### config.mk
export PLATFORM = sky130hd
export DESIGN_NAME = para_regbank
export DESIGN_NICKNAME = d
export VERILOG_FILES = /design/src/rtl/para_regbank.sv
export SDC_FILE = /design/constraint.sdc
export NUM_CORES = 1
export LEC_CHECK = 0
export ABC_AREA = 1
export CAP_MARGIN = 20
export CORE_ASPECT_RATIO = 1.25
export CORE_MARGIN = 2
export CORE_UTILIZATION = 25
export DETAILED_ROUTE_END_ITERATION = 12
export PLACE_DENSITY = 0.5
export SLEW_MARGIN = 25
export SYNTH_ARGS = -nofsm -noshare
export SYNTH_HDL_FRONTEND = slang
export SYNTH_SLANG_ARGS = --single-unit
### constraint.sdc
create_clock -name clk_sys -period 2.9 [get_ports clk_sys]
set_input_delay 0.87 -clock clk_sys [delete_from_list [all_inputs] [get_ports clk_sys]]
set_output_delay 0.87 -clock clk_sys [all_outputs]
set_load 0.05 [all_outputs]
### src/rtl/para_regbank.sv
// ---------------------------------------------------------------------------
// para_regbank
//
// Parametrised control/status register bank on the fx bus. One instance sits
// in each para_top sub-block and answers only to bus addresses whose device
// field [21:16] matches dev_id. The bank provides:
//   - a read-only id word at local address 0 (dev_id, zero-extended)
//   - N_CFG read/write config registers with per-register reset values
//   - N_STAT sticky status registers (level-set, write-1-to-clear)
//   - N_STAT interrupt-enable registers, one per status register
//   - a registered interrupt request and a registered read-valid strobe
//
// Parameters:
//   DW        data width of bus and registers (8 or 16)
//   N_CFG     number of config registers (1..64)
//   N_STAT    number of status / interrupt-enable registers (1..16)
//   CFG_BASE  local address of config register 0
//   STAT_BASE local address of status register 0
//   IEN_BASE  local address of interrupt-enable register 0
//   CFG_INIT  packed reset values, register i uses CFG_INIT[i*DW +: DW]
//
// Ports:
//   clk_sys   in   system clock, all logic on the rising edge
//   rst_n     in   synchronous active-low reset
//   dev_id    in   device id, matched against address bits [21:16]
//   fx_wr     in   write strobe, one cycle per write
//   fx_waddr  in   write address, [21:16] device, [15:0] local
//   fx_data   in   write data
//   fx_rd     in   read strobe, one cycle per read
//   fx_raddr  in   read address, same split as fx_waddr
//   fx_q      out  registered read data
//   fx_qv     out  read-valid, high one cycle per accepted read
//   cfg_out   out  packed config register contents
//   cfg_upd   out  one-cycle pulse per config register written
//   stat_set  in   per-bit event inputs, a high level sets the sticky bit
//   stat_irq  out  registered interrupt request
// ---------------------------------------------------------------------------
module para_regbank #(
    parameter int                  DW        = 8,
    parameter int                  N_CFG     = 8,
    parameter int                  N_STAT    = 4,
    parameter logic [15:0]         CFG_BASE  = 16'h0080,
    parameter logic [15:0]         STAT_BASE = 16'h0100,
    parameter logic [15:0]         IEN_BASE  = 16'h0180,
    parameter logic [N_CFG*DW-1:0] CFG_INIT  = '0
) (
    input  logic                 clk_sys,
    input  logic                 rst_n,
    input  logic [5:0]           dev_id,
    input  logic                 fx_wr,
    input  logic [21:0]          fx_waddr,
    input  logic [DW-1:0]        fx_data,
    input  logic                 fx_rd,
    input  logic [21:0]          fx_raddr,
    output logic [DW-1:0]        fx_q,
    output logic                 fx_qv,
    output logic [N_CFG*DW-1:0]  cfg_out,
    output logic [N_CFG-1:0]     cfg_upd,
    input  logic [N_STAT*DW-1:0] stat_set,
    output logic                 stat_irq
);

    // -----------------------------------------------------------------------
    // Address-map sanity. Two windows [a, a+n) and [b, b+m) collide when
    // each one starts below the end of the other. The id word is treated as
    // a one-entry window at local address 0. A window that runs past the top
    // of the 16-bit local space would alias onto low addresses, so that is
    // rejected as well.
    // -----------------------------------------------------------------------
    function automatic bit spans_overlap(input int a_base, input int a_len,
                                         input int b_base, input int b_len);
        return (a_base < b_base + b_len) && (b_base < a_base + a_len);
    endfunction

    localparam int CFG_B  = int'(CFG_BASE);
    localparam int STAT_B = int'(STAT_BASE);
    localparam int IEN_B  = int'(IEN_BASE);

    localparam bit MAP_OVERLAP =
        spans_overlap(0,      1,      CFG_B,  N_CFG)  ||
        spans_overlap(0,      1,      STAT_B, N_STAT) ||
        spans_overlap(0,      1,      IEN_B,  N_STAT) ||
        spans_overlap(CFG_B,  N_CFG,  STAT_B, N_STAT) ||
        spans_overlap(CFG_B,  N_CFG,  IEN_B,  N_STAT) ||
        spans_overlap(STAT_B, N_STAT, IEN_B,  N_STAT);

    localparam bit MAP_WRAPS =
        (CFG_B  + N_CFG  > 65536) ||
        (STAT_B + N_STAT > 65536) ||
        (IEN_B  + N_STAT > 65536);

    // -----------------------------------------------------------------------
    // Register storage
    // -----------------------------------------------------------------------
    logic [DW-1:0] cfg_r  [N_CFG];
    logic [DW-1:0] stat_r [N_STAT];
    logic [DW-1:0] ien_r  [N_STAT];

    // -----------------------------------------------------------------------
    // Decode signals
    // -----------------------------------------------------------------------
    logic              wr_acc;
    logic              rd_acc;
    logic [15:0]       wr_local;
    logic [15:0]       rd_local;
    logic [N_CFG-1:0]  wr_cfg_hit;
    logic [N_STAT-1:0] wr_stat_hit;
    logic [N_STAT-1:0] wr_ien_hit;
    logic [DW-1:0]     stat_clr [N_STAT];
    logic [DW-1:0]     rd_data;
    logic              irq_next;

    // Device select: a strobe whose device field does not match dev_id is
    // not for this bank and must leave every register untouched.
    assign wr_acc   = fx_wr && (fx_waddr[21:16] == dev_id);
    assign rd_acc   = fx_rd && (fx_raddr[21:16] == dev_id);
    assign wr_local = fx_waddr[15:0];
    assign rd_local = fx_raddr[15:0];

    // -----------------------------------------------------------------------
    // Write decode: one hit bit per register. An accepted write to a local
    // address outside every window raises no hit and is silently dropped.
    // -----------------------------------------------------------------------
    always_comb begin
        wr_cfg_hit  = '0;
        wr_stat_hit = '0;
        wr_ien_hit  = '0;
        for (int i = 0; i < N_CFG; i++) begin
            wr_cfg_hit[i] = wr_acc && (wr_local == 16'(CFG_B + i));
        end
        for (int j = 0; j < N_STAT; j++) begin
            wr_stat_hit[j] = wr_acc && (wr_local == 16'(STAT_B + j));
            wr_ien_hit[j]  = wr_acc && (wr_local == 16'(IEN_B + j));
        end
    end

    // -----------------------------------------------------------------------
    // Write-1-to-clear masks: the write data selects which sticky bits to
    // drop, and only for the status register actually addressed.
    // -----------------------------------------------------------------------
    always_comb begin
        for (int j = 0; j < N_STAT; j++) begin
            stat_clr[j] = wr_stat_hit[j] ? fx_data : '0;
        end
    end

    // -----------------------------------------------------------------------
    // Read multiplexer. It looks at the current register contents, so a read
    // and a write to the same address in one cycle returns the old value.
    // Unmapped local addresses read as zero.
    // -----------------------------------------------------------------------
    always_comb begin
        rd_data = '0;
        if (rd_local == 16'h0000) begin
            rd_data = {{(DW-6){1'b0}}, dev_id};
        end
        for (int i = 0; i < N_CFG; i++) begin
            if (rd_local == 16'(CFG_B + i)) begin
                rd_data = cfg_r[i];
            end
        end
        for (int j = 0; j < N_STAT; j++) begin
            if (rd_local == 16'(STAT_B + j)) begin
                rd_data = stat_r[j];
            end
            if (rd_local == 16'(IEN_B + j)) begin
                rd_data = ien_r[j];
            end
        end
    end

    // -----------------------------------------------------------------------
    // Interrupt source: any enabled sticky bit. This uses the registers as
    // they stand before the coming edge, which is what gives the interrupt
    // its extra cycle of latency behind the status bit.
    // -----------------------------------------------------------------------
    always_comb begin
        irq_next = 1'b0;
        for (int j = 0; j < N_STAT; j++) begin
            irq_next = irq_next | (|(stat_r[j] & ien_r[j]));
        end
    end

    // -----------------------------------------------------------------------
    // Config registers. cfg_upd is registered alongside the data so the
    // pulse lines up with the new value on cfg_out. Reset reloads CFG_INIT
    // and squashes any update pulse that a concurrent write would have made.
    // -----------------------------------------------------------------------
    always_ff @(posedge clk_sys) begin
        if (!rst_n) begin
            for (int i = 0; i < N_CFG; i++) begin
                cfg_r[i] <= CFG_INIT[i*DW +: DW];
            end
            cfg_upd <= '0;
        end else begin
            for (int i = 0; i < N_CFG; i++) begin
                cfg_upd[i] <= wr_cfg_hit[i];
                if (wr_cfg_hit[i]) begin
                    cfg_r[i] <= fx_data;
                end
            end
        end
    end

    // -----------------------------------------------------------------------
    // Status, interrupt-enable and interrupt request. The set term is OR-ed
    // in after the clear mask so an event arriving in the same cycle as its
    // own clear keeps the bit set, and a held event input keeps re-setting
    // it every cycle.
    // -----------------------------------------------------------------------
    always_ff @(posedge clk_sys) begin
        if (!rst_n) begin
            for (int j = 0; j < N_STAT; j++) begin
                stat_r[j] <= '0;
                ien_r[j]  <= '0;
            end
            stat_irq <= 1'b0;
        end else begin
            for (int j = 0; j < N_STAT; j++) begin
                stat_r[j] <= (stat_r[j] & ~stat_clr[j]) | stat_set[j*DW +: DW];
                if (wr_ien_hit[j]) begin
                    ien_r[j] <= fx_data;
                end
            end
            stat_irq <= irq_next;
        end
    end

    // -----------------------------------------------------------------------
    // Read response. fx_q is forced to zero whenever no response is being
    // given so the bus can be OR-combined across sub-blocks. Reset drops a
    // response that was about to be registered.
    // -----------------------------------------------------------------------
    always_ff @(posedge clk_sys) begin
        if (!rst_n) begin
            fx_q  <= '0;
            fx_qv <= 1'b0;
        end else begin
            fx_q  <= rd_acc ? rd_data : '0;
            fx_qv <= rd_acc;
        end
    end

    // -----------------------------------------------------------------------
    // Packed view of the config registers for the surrounding sub-block.
    // -----------------------------------------------------------------------
    for (genvar g = 0; g < N_CFG; g++) begin : g_cfg_out
        assign cfg_out[g*DW +: DW] = cfg_r[g];
    end

    // -----------------------------------------------------------------------
    // Simulation guard against a parameter set whose windows collide or wrap;
    // such a bank would decode one address into two registers.
    // -----------------------------------------------------------------------
    always_ff @(posedge clk_sys) begin : map_check
        assert (!(MAP_OVERLAP || MAP_WRAPS))
            else $error("para_regbank: address windows overlap or wrap");
    end

endmodule

==> results.md <==
- Status: finished clean
- Worst Path Class, Setup: primary input to flop
- WP buf/inv: 3
- Layout cells sized above 1: 0.190
- Worst Path Max Fanout: 8
- Seq/Total Area, Yosys: 0.556
- Max_slew headroom: 0.386
- Pwr Total: 5.54 mW
- Die X: 153 um
- R2r startpoint: cfg_r[0][0]$_SDFFCE_PN0P_
- Combinational Power Share: 0.135
- Number of DRC markers in iteration 0: 554
- Post-DP Area: 10100 um^2
- Most numerous cell in the Yosys netlist: nand2_1
- Startpoint types: primary input
- P_int: 4.02 mW
- Hold EP: stat_r[1][3]$_SDFF_PN0_
- Post-synth top area cell: edfxtp_1
- CORE AREA: 27600 um^2
- Max stage delay on crit path: 420 ps
- Mapped Cells: 823
- Hold Path Stages: 2
- First-pass GRT wire length: 41600 um
- PD cells: 508 nW/um^2
- Clk root buf: clkbuf_16
- MaxCap Viol Count: 0
- CTS tree: built
- Avg WL per Cell: 19.3 um
- Overall routing resource usage: 0.193
- Synth unique cells: 40
- Clk_lat worst skew: 430 ps
- R2R depth: 11
- Syn. warnings: 0
- Seq pwr share: 0.437
- Hold buffers post-CTS: 0
- Crit end category: flop
- Mean Syn Cell Area: 8.48 um^2
- Hold Startpoint: stat_r[1][3]$_SDFF_PN0_
- Wirelength, routed: 28300 um
- Crit path arrival time: 2930 ps
- Setup Skew: 13.5 ps
- IO Port Bufs: 175
- Num rows: 68
- Final setup fails: 0
- R2r setup slk: 1090 ps
- Setup TNS: 0 ps
- Cell mode on critical path: nand2_2
- Die area: 29300 um^2
- H-tree depth: 4
- Crit-path leading delay family: simple AND/OR/NAND/NOR gates
- Worst-path clk slew: 60 ps
- Vias: 6857
- Synth top cells by count: nand2_1 (159), nor2_1 (136), inv_1 (112), edfxtp_1 (96), o21ai_0 (54)
- Antenna violations before repair: 0
- CTS Sinks: 146
- Die extent in y: 191 um
- Psw: 1.52 mW
- Peak supply drop: 322 uV
- Routed vias/inst: 4.66
- Final core occ: 0.396
- Dpl hpwl: 21600 um
- P_leak: 4.53 nW
- Post-synth EDFFs: 96
- Final Critical Period: 2780 ps
- Worst Tran Pin Value: 920 ps
- Ports: 176
- Post-route cell area: 10900 um^2
- GRT Residual Overflow: 0
- Placed cells: 1434
- Top cells by area, synth: edfxtp_1 (41%), dfxtp_1 (14%), nand2_1 (8.5%)
- Syn Nets: 917
- Fmax: 360 MHz
- Synth Cell Area: 6980 um^2
- Area Overhead vs Synth: 56.2%
- Non-filler cells, final: 1471
- Vias in the first global route: 6999
- RD Place Congestion: 0.904
- Slowest cell on crit path: clkdlybuf4s50_1
- Largest net degree at the start of global routing: 23
- Hold violation total from the final report: 0
- Max Slew Vio Count: 0
- CP cell instances: clkdlybuf4s50_1 -> xor2_1 -> a2111oi_2 -> nand2_1 -> inv_2 -> nand2_2 -> nor3b_4 -> nand3_2 -> nand2_2 -> buf_12
- CTS buffer count: 17
- Starting Density: 0.253
- Post-route clock period utilization: 0.959
- Clock Path Buffers: 2
- Worst hold path type: flop to flop
- Worst reg2reg endpoint: fx_q[0]$_SDFF_PN0_
- DRC violations left: 0
- Clock power share: 0.428
- Routed Antenna Nets: 0
- FF+latch count, synth: 146
- Critical Path RT: 3040 ps
- Initial DRT Pass Iterations: 7
- Layout net count: 1202
- Main synth FF type: edfxtp_1
- Filler instances: 2828
- Sw frac: 0.274
- Async SR Flop Fraction: 0
- Post-synth top area share: 0.413
- Ant. Diodes: 0
flip-flops by register name, summed over array words and instances, names as in the netlist:
| name | flops |
|---|---|
| fx_qv | 1 |
| cfg_r | 64 |
| stat_r | 32 |
| ien_r | 32 |
| cfg_upd | 8 |
| fx_q | 8 |
| stat_irq | 1 |
how the worst max path moves through the flow:
stage / start / endpoint / slack [ps] / depth (start not counted)
2_1_floorplan: fx_waddr[5] / cfg_r[1][0]$_SDFFCE_PN0P_ / 180 / 8
3_3_place_gp: dev_id[5] / cfg_r[1][20]$_DFFE_PP_ / -500 / 11
3_5_place_dp: dev_id[5] / cfg_r[1][28]$_DFFE_PP_ / -480 / 11
4_1_cts: fx_raddr[11] / fx_q[1]$_SDFF_PN0_ / 6 / 20
5_1_grt: dev_id[5] / cfg_r[1][20]$_DFFE_PP_ / -5 / 12
6_report: fx_waddr[18] / cfg_r[1][20]$_DFFE_PP_ / 120 / 10
area by class of cell:
class                      count  area [um^2]  area share
clock buffer                  17          425      0.0390
tap                          350          438      0.0402
sequential                   146         3880       0.356
clock inverter                15          194      0.0178
timing repair buffer         287         2810       0.257
multi-input combinational    540         2720       0.249
inverter                     116          440      0.0404
power groups by stage:
stage | combinational, mW | sequential (mW) | clock (mW)
after global routing | 0.794 | 2.43 | 2.49
after CTS | 0.745 | 2.42 | 2.40
after global placement | 0.739 | 2.46 | 0
final | 0.750 | 2.42 | 2.37
after floorplan | 0.151 | 2.61 | 0
after detailed placement | 0.741 | 2.46 | 0
worst register-to-register path, cell delays in order (launching register included):
cell and delay (ps):
edfxtp_1 420, nand3_1 100, nand3_1 100, a221oi_1 240, buf_4 170, nand4_1 90, o21ai_2 100, nand4_1 130
nor2_2 140, nand4_1 100, nand2_1 90, inv_1 40
timing repair:
action / CTS / global route
setup endpoints to repair: 26 / 64
setup buffers: 0 / 5
gates resized for setup: 4 / 58
pin swaps: 1 / 28
hold endpoints to repair: 0 / 0
metal layers:
metal | vias up | global-route usage | wire [um]
met3 | 50 | 0.0355 | 1710
li1 | 3311 | - | -
met1 | 3234 | 0.231 | 11300
met5 | - | 0 | 0
met2 | 262 | 0.345 | 14500
met4 | 0 | 0.0720 | 893
cell usage in the layout (no fill, tap or decap), types with 7 or more instances in the layout:
cell               n
nor2_2            13
nor3_1            12
a21oi_1           42
edfxtp_1          96
dlymetal6s2s_1    12
nor2_1           124
dfxtp_1           50
buf_4             96
nand2_2           14
buf_12            14
inv_1            109
nand2_1          149
clkdlybuf4s50_1  163
nor2_4             7
clkbuf_16         17
nand4_1           24
o21ai_0           54
nand3_1           41
or2_2              7
stage by stage:
step	setup slack, ps	hold slack, ps
after floorplan	177	450
after global placement	-498	463
after detailed placement	-479	472
after CTS	6.23	487
after global routing	-4.88	508
final	119	490
cells by family (layout without fill, tap and decap cells):
group,after synthesis,in the layout,synth area share
AO/OA/AOI/OAI,122,122,0.0966
XOR/XNOR,4,4,0.00502
buffers and inverters,137,435,0.0762
flip-flops,146,146,0.556
AND/OR/NAND/NOR,414,414,0.266
Power figures use the tool's default switching activity.
